File: config.mk
export PLATFORM = sky130hd
export DESIGN_NAME = div_rr_sched_flat
export DESIGN_NICKNAME = d
export VERILOG_FILES = /design/src/rtl/div_rr_sched_if.sv /design/src/rtl/div_rr_sched.sv /design/src/flat_wrapper.sv
export SDC_FILE = /design/constraint.sdc
export NUM_CORES = 1
export LEC_CHECK = 0
export BUFFER_PORTS_ARGS = -buffer_cell sky130_fd_sc_hd__buf_2
export CAP_MARGIN = 20
export CORE_AREA = 2 2 155 157
export CTS_CLUSTER_DIAMETER = 30
export DETAILED_ROUTE_END_ITERATION = 7
export DIE_AREA = 0 0 157 159
export HOLD_SLACK_MARGIN = 0.05
export PLACE_DENSITY = 0.58
export SLEW_MARGIN = 40
export SYNTH_ARGS = -nofsm -noshare
export SYNTH_HDL_FRONTEND = slang
export SYNTH_SLANG_ARGS = --single-unit
File: constraint.sdc
create_clock -name clk -period 4.9 [get_ports clk]
set_clock_uncertainty 0.2 [all_clocks]
set_input_delay 0.49 -clock clk [delete_from_list [all_inputs] [get_ports clk]]
set_output_delay 0.49 -clock clk [all_outputs]
set_load 0.01 [all_outputs]
File: src/rtl/div_rr_sched_if.sv
// div_rr_sched_if: request/response bus between requesters and the divider scheduler
// Ports: req_valid/req_a/req_b (requester -> scheduler), req_ready (one-hot grant),
//   rsp_valid (one-hot result strobe), rsp_q (Q16.16 result), rsp_div0/rsp_tmo (error flags)
interface div_rr_sched_if #(
  parameter int NREQ  = 4,
  parameter int WIDTH = 32
);
  logic [NREQ-1:0]       req_valid;
  logic [NREQ-1:0]       req_ready;
  logic [NREQ*WIDTH-1:0] req_a;
  logic [NREQ*WIDTH-1:0] req_b;
  logic [NREQ-1:0]       rsp_valid;
  logic [WIDTH-1:0]      rsp_q;
  logic                  rsp_div0;
  logic                  rsp_tmo;
  modport master (output req_valid, req_a, req_b, input req_ready, rsp_valid, rsp_q, rsp_div0, rsp_tmo);
  modport slave  (input req_valid, req_a, req_b, output req_ready, rsp_valid, rsp_q, rsp_div0, rsp_tmo);
endinterface

File: src/rtl/div_rr_sched.sv
// div_rr_sched: round-robin scheduler sharing one sequential Q16.16 divider among NREQ requesters
// Ports: clk, rst_n (async active-low); bus (slave side of div_rr_sched_if) carries requests and
//   one-hot results; busy_o high outside IDLE; div_valid_o/div_a_o/div_b_o drive the divider,
//   div_valid_i/div_q_i return its result.
module div_rr_sched #(
  parameter int NREQ     = 4,
  parameter int WIDTH    = 32,
  parameter int DIV_ITER = 48,
  parameter int TIMEOUT  = 64
) (
  input  logic             clk,
  input  logic             rst_n,
  div_rr_sched_if.slave    bus,
  output logic             busy_o,
  output logic             div_valid_o,
  output logic [WIDTH-1:0] div_a_o,
  output logic [WIDTH-1:0] div_b_o,
  input  logic             div_valid_i,
  input  logic [WIDTH-1:0] div_q_i
);
  localparam int PW = $clog2(NREQ);
  localparam int CW = $clog2(TIMEOUT > DIV_ITER + 2 ? TIMEOUT : DIV_ITER + 3);
  typedef enum logic [1:0] {IDLE, ISSUE, WAIT, DONE} state_t;
  state_t           st;
  logic [PW-1:0]    ptr, own, gnt;
  logic [CW-1:0]    cnt;
  logic [NREQ-1:0]  above;
  logic [WIDTH-1:0] a_sel, b_sel;
  always_comb begin
    above = '0;
    gnt   = '0;
    a_sel = '0;
    b_sel = '0;
    for (int k = 0; k < NREQ; k++) above[k] = bus.req_valid[k] && (k >= int'(ptr));
    for (int k = NREQ - 1; k >= 0; k--) if (bus.req_valid[k]) gnt = PW'(k);
    for (int k = NREQ - 1; k >= 0; k--) if (above[k]) gnt = PW'(k);
    for (int k = 0; k < NREQ; k++) begin
      if (k == int'(gnt)) begin
        a_sel = bus.req_a[k*WIDTH +: WIDTH];
        b_sel = bus.req_b[k*WIDTH +: WIDTH];
      end
    end
  end
  assign bus.req_ready = (st == IDLE && |bus.req_valid) ? NREQ'(1) << gnt : '0;
  always_ff @(posedge clk or negedge rst_n) begin
    if (!rst_n) begin
      st            <= IDLE;
      ptr           <= '0;
      own           <= '0;
      cnt           <= '0;
      busy_o        <= 1'b0;
      div_valid_o   <= 1'b0;
      div_a_o       <= '0;
      div_b_o       <= '0;
      bus.rsp_valid <= '0;
      bus.rsp_q     <= '0;
      bus.rsp_div0  <= 1'b0;
      bus.rsp_tmo   <= 1'b0;
    end else begin
      case (st)
        IDLE: if (|bus.req_valid) begin
          own    <= gnt;
          ptr    <= (gnt == PW'(NREQ - 1)) ? '0 : gnt + 1'b1;
          busy_o <= 1'b1;
          if (b_sel == '0) begin
            st            <= DONE;
            bus.rsp_q     <= '1;
            bus.rsp_div0  <= 1'b1;
            bus.rsp_valid <= NREQ'(1) << gnt;
          end else begin
            st          <= ISSUE;
            div_valid_o <= 1'b1;
            div_a_o     <= a_sel;
            div_b_o     <= b_sel;
          end
        end
        ISSUE: begin
          st          <= WAIT;
          div_valid_o <= 1'b0;
          cnt         <= '0;
        end
        WAIT: if (div_valid_i) begin
          st            <= DONE;
          bus.rsp_q     <= div_q_i;
          bus.rsp_valid <= NREQ'(1) << own;
        end else if (cnt == CW'(TIMEOUT - 1)) begin
          st            <= DONE;
          bus.rsp_q     <= '0;
          bus.rsp_tmo   <= 1'b1;
          bus.rsp_valid <= NREQ'(1) << own;
        end else begin
          cnt <= cnt + 1'b1;
        end
        DONE: begin
          st            <= IDLE;
          busy_o        <= 1'b0;
          bus.rsp_valid <= '0;
          bus.rsp_div0  <= 1'b0;
          bus.rsp_tmo   <= 1'b0;
        end
        default: st <= IDLE;
      endcase
    end
  end
endmodule

File: src/flat_wrapper.sv
// flat-port wrapper written by rule: the top's interface ports become plain ports
module div_rr_sched_flat 
#(
  parameter int NREQ     = 4,
  parameter int WIDTH    = 32,
  parameter int DIV_ITER = 48,
  parameter int TIMEOUT  = 64
)
  (clk, rst_n, busy_o, div_valid_o, div_a_o, div_b_o, div_valid_i, div_q_i, bus_req_valid, bus_req_a, bus_req_b, bus_req_ready, bus_rsp_valid, bus_rsp_q, bus_rsp_div0, bus_rsp_tmo);
  div_rr_sched_if #(.NREQ(NREQ), .WIDTH(WIDTH)) bus_i ();
  input  logic clk;
  input  logic rst_n;
  output logic busy_o;
  output logic div_valid_o;
  output logic [WIDTH-1:0] div_a_o;
  output logic [WIDTH-1:0] div_b_o;
  input  logic div_valid_i;
  input  logic [WIDTH-1:0] div_q_i;
  input wire logic [$bits(bus_i.req_valid)-1:0] bus_req_valid;
  input wire logic [$bits(bus_i.req_a)-1:0] bus_req_a;
  input wire logic [$bits(bus_i.req_b)-1:0] bus_req_b;
  output wire logic [$bits(bus_i.req_ready)-1:0] bus_req_ready;
  output wire logic [$bits(bus_i.rsp_valid)-1:0] bus_rsp_valid;
  output wire logic [$bits(bus_i.rsp_q)-1:0] bus_rsp_q;
  output wire logic [$bits(bus_i.rsp_div0)-1:0] bus_rsp_div0;
  output wire logic [$bits(bus_i.rsp_tmo)-1:0] bus_rsp_tmo;
  assign bus_i.req_valid = bus_req_valid;
  assign bus_i.req_a = bus_req_a;
  assign bus_i.req_b = bus_req_b;
  assign bus_req_ready = bus_i.req_ready;
  assign bus_rsp_valid = bus_i.rsp_valid;
  assign bus_rsp_q = bus_i.rsp_q;
  assign bus_rsp_div0 = bus_i.rsp_div0;
  assign bus_rsp_tmo = bus_i.rsp_tmo;
  div_rr_sched #(.NREQ(NREQ), .WIDTH(WIDTH), .DIV_ITER(DIV_ITER), .TIMEOUT(TIMEOUT)) u_core (.clk(clk), .rst_n(rst_n), .bus(bus_i), .busy_o(busy_o), .div_valid_o(div_valid_o), .div_a_o(div_a_o), .div_b_o(div_b_o), .div_valid_i(div_valid_i), .div_q_i(div_q_i));
endmodule
==> run_results.csv, run 1 <==
group,metric,value,unit
synthesis,yosysSeqAreaShare,42.44,%
synthesis,async_flop_share,100.0,%
sta,final.setup.tns,0,ns
min_path,hold_path_class,"primary input to flop",
die,core.rowCount,56,
synthesis,synthFlopType,"dfrtp_1",
outcome,outcome,"complete, no violations",
final_layout,num-fill-cells,2320,
global_route,grt_pass1_wl,36.30,mm
worst_setup_path,end_kind,"flop",
worst_setup_path,crit_slowest_cell,"dfrtp_1",
global_route,grt_max_degree,50,
route,wl_per_cell,17.59,µm
pwr,leakage,0.004639,µW
cts,cts_setup_buffers,0,
sta,slew_violations,0,
synthesis,syn_inst,666,
placement,port_buffers,402,
cts,clock-root-buffer,"clkbuf_16",
die,dieArea,24960,µm²
cts,clock_sinks,116,
sta,setup_viol,0,
global_route,grt_pass1_vias,6800,
route,detail-route-antenna-nets,0,
route,dr.pass1.iters,5,
route,finalWirelength,24.33,mm
cts,cts_made_buffers,17,
worst_setup_path,cp_data_arrival_time,4.54,ns
worst_setup_path,critical_path.cell_chain,"nand2b_1, a21oi_1, nor3_1, buf_4, inv_1, ha_2, buf_4, nand2b_1, buf_4, o22ai_1, o22ai_1, nor4_2, nand4_2, nand2_4, buf_12, mux2_1",
die,coreArea,23190,µm²
synthesis,synth_cell_types,48,
die,start_util,29.49,%
die,die_w,157,µm
synthesis,netlist_top_cells_area,"dfrtp_1 (42%), mux2_1 (8.1%), a2bb2oi_2 (6.6%)",
sta,clock.fmax,224.9,MHz
worst_setup_path,required,4.99,ns
global_route,track_usage,18.77,%
synthesis,synth_top_area_share,42.44,%
worst_setup_path,slowest_delay,0.44,ns
die,die_y,159,µm
cts,clk-insertion-delay-late,0.41,ns
cts,cts_tree,"built",
route,vias,6891,
route,post-route-drc-count,0,
sta,min_period,4.447,ns
placement,hpwl,19.06,mm
cts,cts.path.max_buffers,2,
synthesis,yosysTopAreaCell,"dfrtp_1",
cts,htree_levels,4,
die,io_pins,403,
flow_run,cap_violations,0,
synthesis,synth.yosys.warnings,0,
worst_setup_path,start_kind,"flop",
worst_setup_path,rrSetupSlack,0.45,ns
sta,post-route-period-util,90.75,%
worst_setup_path,cpMostUsedCell,"buf_4",
sta,grt_setup_unrepaired,"no",
synthesis,synth-edff-count,0,
synthesis,syn-cell-area,6839,µm²
route,via_per_inst,4.983,
pwr,peakVddDrop,311.9,µV
cts,clk_pin_slew,0.06,ns
synthesis,synth_seq_cells,116,
global_route,grt_overflow,0,
sta,slew-limit-headroom,46.28,%
worst_setup_path,crit_type,"flop to flop",
worst_setup_path,cp_max_fo,49,
pwr,finalPower,6500,µW
global_route,antenna_found_initial,5,
synthesis,postSynthAreaPerCell,10.27,µm²
placement,place_congestion,0.8969,
final_layout,layout-drive-gt1-share,48.96,%
final_layout,fin_nets,1353,
synthesis,syn_nets,971,
final_layout,area_delta_synth_final,43.36,%
sta,hold_violations,0,
pwr,p_per_area,662.9,nW/µm²
sta,tightest_slew,0.8041,ns
route,drt_iter0_drc,314,
[cell usage after synthesis (2+ instances only)]
| library cell | count |
|---|---|
| and2_1 | 2 |
| buf_2 | 2 |
| a221o_1 | 32 |
| inv_1 | 11 |
| nor2_1 | 44 |
| a221oi_2 | 2 |
| dfrtp_1 | 116 |
| a2bb2oi_2 | 30 |
| o32ai_1 | 2 |
| ha_1 | 10 |
| buf_8 | 5 |
| mux2_1 | 49 |
| a221oi_1 | 30 |
| o31ai_1 | 2 |
| a21oi_2 | 2 |
| nor2b_1 | 3 |
| o22ai_1 | 48 |
| buf_1 | 6 |
| a21boi_0 | 2 |
| nand2_1 | 85 |
| clkbuf_1 | 35 |
| nand2b_1 | 4 |
| a2bb2oi_1 | 3 |
| xor2_1 | 3 |
| o211ai_1 | 2 |
| nand3_1 | 3 |
| nand4_1 | 2 |
| nor4_2 | 4 |
| mux2_2 | 20 |
| buf_6 | 7 |
| a21oi_1 | 5 |
| o21ai_0 | 76 |
| buf_4 | 4 |
[cells by family (layout without fill, tap and decap cells)]
kind of cell	Yosys count	in the layout	share of synthesized area, %
adder cells (fa/ha/maj)	10	10	1.829
XOR/XNOR	3	3	0.3843
multiplexers	70	70	11.51
AO/OA/AOI/OAI	241	241	28.19
other	0	4	0
flip-flops	116	116	42.44
AND/OR/NAND/NOR	155	155	9.898
buffers and inverters	71	465	5.745
[worst paths after layout]
| check | startpoint | endpoint | cells past startpoint |
|---|---|---|---|
| setup / recovery | u_core.ptr[1]$_DFFE_PN0P_ | u_core.div_a_o[9]$_DFFE_PN0P_ | 16 |
| hold / removal | div_q_i[1] | u_core.bus.rsp_q[1]$_DFFE_PN0P_ | 3 |
| setup reg to reg | u_core.ptr[1]$_DFFE_PN0P_ | u_core.div_a_o[9]$_DFFE_PN0P_ | 16 |
| hold reg to reg | u_core.div_a_o[25]$_DFFE_PN0P_ | u_core.div_a_o[25]$_DFFE_PN0P_ | 1 |
| max in group asynchronous | rst_n | u_core.div_a_o[13]$_DFFE_PN0P_ | 3 |
| min in group asynchronous | rst_n | u_core.bus.rsp_q[27]$_DFFE_PN0P_ | 2 |
[through the flow]
step	cells	setup WS (ns)	hold slack [ns]	cell area (µm²)	utilization, %
after global routing	1382	0.1338	0.1111	9802	42.26
after global placement	1346	0.3384	0.2232	9107	39.27
after CTS	1378	0.4575	0.1031	9773	42.14
final	1383	0.4532	0.1228	9804	42.27
after floorplan	666	0.9424	-0.005591	6839	-
after detailed placement	1346	0.3035	0.2246	9107	39.27
[layout by cell type, fill, tap and decap left out, drive strengths merged, types with 32 or more instances in the layout]
cell type	count
a221o	32
a221oi	32
a2bb2oi	33
buf	421
dfrtp	116
mux2	69
nand2	85
nor2	44
o21ai	76
o22ai	48
[flip-flops by register name, indices dropped and copies added, names as in the netlist]
name                  flops
u_core.bus.rsp_q         32
u_core.div_a_o           32
u_core.div_b_o           32
u_core.cnt                6
u_core.bus.rsp_valid      4
u_core.own                2
u_core.ptr                2
u_core.st                 2
u_core.bus.rsp_div0       1
u_core.bus.rsp_tmo        1
u_core.busy_o             1
u_core.div_valid_o        1
[critical path, delay by kind of cell, from the launching register on]
kind	cells	cell delay [ns]
multiplexers	1	0.36
AND/OR/NAND/NOR	6	1.40
adder cells (fa/ha/maj)	1	0.18
buffers and inverters	5	1.20
flip-flops	1	0.44
AO/OA/AOI/OAI	3	0.49
[metal layers]
layer	share of wire (%)	up-vias	GRT usage, %
li1	-	3298	-
met1	41	3199	22.03
met2	47	334	31.06
met3	7.9	58	5.308
met4	3.9	2	9.716
met5	0.029	-	0
[where the power goes]
group | leakage, µW | switching [µW] | total, µW | internal (µW)
combinational | 0.00296 | 1870 | 3460 | 1590
sequential | 0.00137 | 251 | 1660 | 1410
clock | 0.000308 | 454 | 1380 | 927
[cell type report]
type                            instances  area [µm²]  share of cell area [%]
Clock buffer                           19       452.9                   4.620
Inverter                               12       45.04                  0.4594
Clock inverter                         12       202.7                   2.067
Multi-Input combinational cell        479        3580                   36.51
Timing Repair Buffer                  422        2212                   22.56
Sequential cell                       116        2903                   29.61
Antenna cell                            4       10.01                  0.1021
Tap cell                              319       399.1                   4.071
[what timing repair did]
item,CTS,global route
gates resized for setup,0,0
hold endpoints to repair,25,0
hold buffers,1,0
Power figures use the tool's default switching activity.
==> run 2, diff against run 1 <==
Settings changed: ABC_AREA set to 1, CORE_AREA 2 2 155 157 to 2 2 159 161, DIE_AREA 0 0 157 159 to 0 0 161 163, PLACE_DENSITY 0.58 to 0.57.
==> run 2 against run 1 <==
Compared with the run above:
- first-iteration DRC count is 95% higher
- clock-buffer cell count stayed put
- setup slack better by 0.33 ns
- maximum frequency is 8.1% higher
- non-clock buffer count is 7 lower
- combinational power is 6.9% higher
- wire length is 13% higher
- sequential power hardly changed
- global-route usage is 1.7 points higher
- hold slack better by 0.037 ns
- power is 1.8% higher
- critical path depth is 2 higher
- largest cell class unchanged
- largest power group unchanged
==> run_results.csv, run 2 <==
group,metric,value,unit
synthesis,syn_inst,1001,
die,die_w,161,µm
worst_setup_path,cp_data_arrival_time,4.25,ns
route,vias,8043,
sta,clock.fmax,243.1,MHz
synthesis,syn-cell-area,7157,µm²
route,via_per_inst,4.706,
sta,grt_setup_unrepaired,"no",
synthesis,postSynthAreaPerCell,7.150,µm²
cts,clk_pin_slew,0.06,ns
worst_setup_path,reg2reg_from,"u_core.ptr[1]$_DFFE_PN0P_",
worst_setup_path,cp_max_fo,128,
final_layout,fin_nets,1669,
cts,cts_made_buffers,17,
final_layout,final_cell_mix,"buf_2 (401), nand2_1 (365), dfrtp_1 (116)",
pwr,finalPower,6614,µW
route,dr.pass1.iters,5,
placement,place_area,9383,µm²
pwr,leakage,0.005263,µW
min_path,hold_path_class,"primary input to flop",
flow_run,cap_violations,0,
final_layout,final_common_cell,"buf_2",
placement,place_ws,0.6039,ns
route,detail-route-antenna-nets,0,
placement,hpwl,20.52,mm
global_route,grt_overflow,0,
route,drt_iter0_drc,613,
cts,clk-insertion-delay-late,0.41,ns
synthesis,synth-edff-count,0,
global_route,grt_max_degree,129,
outcome,outcome,"complete, no violations",
die,die_y,163,µm
global_route,track_usage,20.46,%
synthesis,yosysMostFrequentCell,"nand2_1",
worst_setup_path,crit_start,"u_core.ptr[1]$_DFFE_PN0P_",
sta,setup_viol,0,
die,io_pins,403,
synthesis,synthFlopType,"dfrtp_1",
synthesis,synth_top_area_share,40.56,%
synthesis,yosysSeqAreaShare,40.56,%
final_layout,area_delta_synth_final,39.96,%
sta,post-route-period-util,83.94,%
cts,clock_sinks,116,
sta,setup_ws,0.7869,ns
synthesis,syn_nets,1306,
global_route,grt_pass1_wl,41.61,mm
final_layout,reg.largest.list,"u_core.bus.rsp_q: 32 flops, u_core.div_a_o: 32 flops, u_core.div_b_o: 32 flops",
pwr,peakVddDrop,347.5,µV
synthesis,async_flop_share,100.0,%
sta,final.setup.tns,0,ns
cts,clock-root-buffer,"clkbuf_16",
worst_setup_path,start_kind,"flop",
synthesis,synth_seq_cells,116,
sta,hold_violations,0,
sta,tightest_slew,0.6982,ns
synthesis,synth_cell_types,28,
worst_setup_path,required,5.03,ns
route,post-route-drc-count,0,
min_path,min-delay-start,"bus_req_a[109]",
worst_setup_path,crit_type,"flop to flop",
synthesis,synth.yosys.warnings,0,
cts,cts.path.max_buffers,2,
sta,slew-limit-headroom,53.39,%
synthesis,yosysTopAreaCell,"dfrtp_1",
cts,htree_levels,4,
die,start_util,29.01,%
final_layout,layout-drive-gt1-share,33.33,%
route,finalWirelength,27.41,mm
die,core.rowCount,58,
synthesis,netlist_top_cells_area,"dfrtp_1 (41%), nand2_1 (19%), nor2_1 (4.6%)",
cts,cts_tree,"built",
placement,place_congestion,0.9118,
die,coreArea,24670,µm²
final_layout,final_cell_area,10020,µm²
cts,cts_resized,0,
sta,slew_violations,0,
global_route,antenna_found_initial,6,
route,wl_per_cell,16.04,µm
sta,whs,0.1600,ns
pwr,p_per_area,660.3,nW/µm²
worst_setup_path,end_kind,"flop",
sta,min_period,4.113,ns
placement,port_buffers,402,
die,dieArea,26240,µm²
synthesis,synth_commonest_cells,"nand2_1 (365), dfrtp_1 (116), nor2_1 (87)",
global_route,grt_pass1_vias,7497,
==> run 2: worst max-delay path, cell delays in order, from the launching register on <==
cell      delay, ns
dfrtp_1        0.40
nor2_1         0.11
inv_1          0.05
a21oi_1        0.41
ha_2           0.65
nor2_4         0.22
buf_16         0.23
nand2_1        0.06
nand2_1        0.04
a21boi_0       0.25
nand2_1        0.08
nor2_1         0.11
nand2_1        0.11
nor2_2         0.18
nand2_2        0.13
nand2_4        0.08
buf_12         0.37
nand2_1        0.10
o21ai_1        0.10
==> run 2: cell families after synthesis <==
logic type | after synthesis | share of synthesized area, %
fa+ha+maj | 10 | 1.748
mux | 32 | 4.476
simple gates | 514 | 28.18
buf+inv | 107 | 7.063
compound gates | 221 | 17.85
xor+xnor | 1 | 0.1224
flops | 116 | 40.56
==> run 2: final cells by class <==
class / instances / area [µm²]
well taps: 330 / 412.9
inverters: 36 / 135.1
repair buffers: 415 / 2172
fillers: 2659 / 14660
clock inverters: 13 / 146.4
flip-flops and latches: 116 / 2903
clock buffers: 19 / 452.9
diodes: 2 / 5.005
multi-input cells: 778 / 3790
==> run 2: final timing paths <==
kind,end,cells after the start,slack [ns]
min,u_core.div_a_o[13]$_DFFE_PN0P_,3,0.16
min in group asynchronous,u_core.bus.rsp_valid[1]$_DFFE_PN0P_,2,0.20
max in group asynchronous,u_core.div_a_o[31]$_DFFE_PN0P_,3,3.47
max reg2reg,u_core.div_a_o[10]$_DFFE_PN0P_,18,0.79
max,u_core.div_a_o[10]$_DFFE_PN0P_,18,0.79
min reg2reg,u_core.bus.rsp_q[28]$_DFFE_PN0P_,2,0.26
==> run 2: repair_timing <==
item / 4_1_cts / 5_1_grt
buffers inserted: 0 / 0
hold endpoints to repair: 105 / 0
hold buffers: 1 / 0
==> run 2: power breakdown <==
group          switching (µW)  internal (µW)  leakage (µW)  total (µW)
Sequential                235           1410       0.00144        1650
Combinational            2370           1330       0.00353        3700
Clock                     488            782      0.000291        1270
==> run 2: per-layer routing <==
layer | part of all wire [%] | vias to the layer above | wire (µm) | GRT usage [%]
met5 | 0.21 | - | 57 | 0
met4 | 1.5 | 8 | 406 | 5.966
met3 | 7.1 | 33 | 1941 | 4.736
met2 | 48 | 354 | 13280 | 34.00
met1 | 43 | 3625 | 11730 | 26.62
li1 | - | 4023 | - | -
==> run 2: per-stage QoR <==
| stage | std cells | util (%) |
|---|---|---|
| 4_1_cts | 1706 | 40.50 |
| 5_1_grt | 1709 | 40.60 |
| 6_report | 1709 | 40.60 |
| 2_1_floorplan | 1001 | - |
| 3_5_place_dp | 1673 | 38.03 |
| 3_3_place_gp | 1672 | 37.92 |
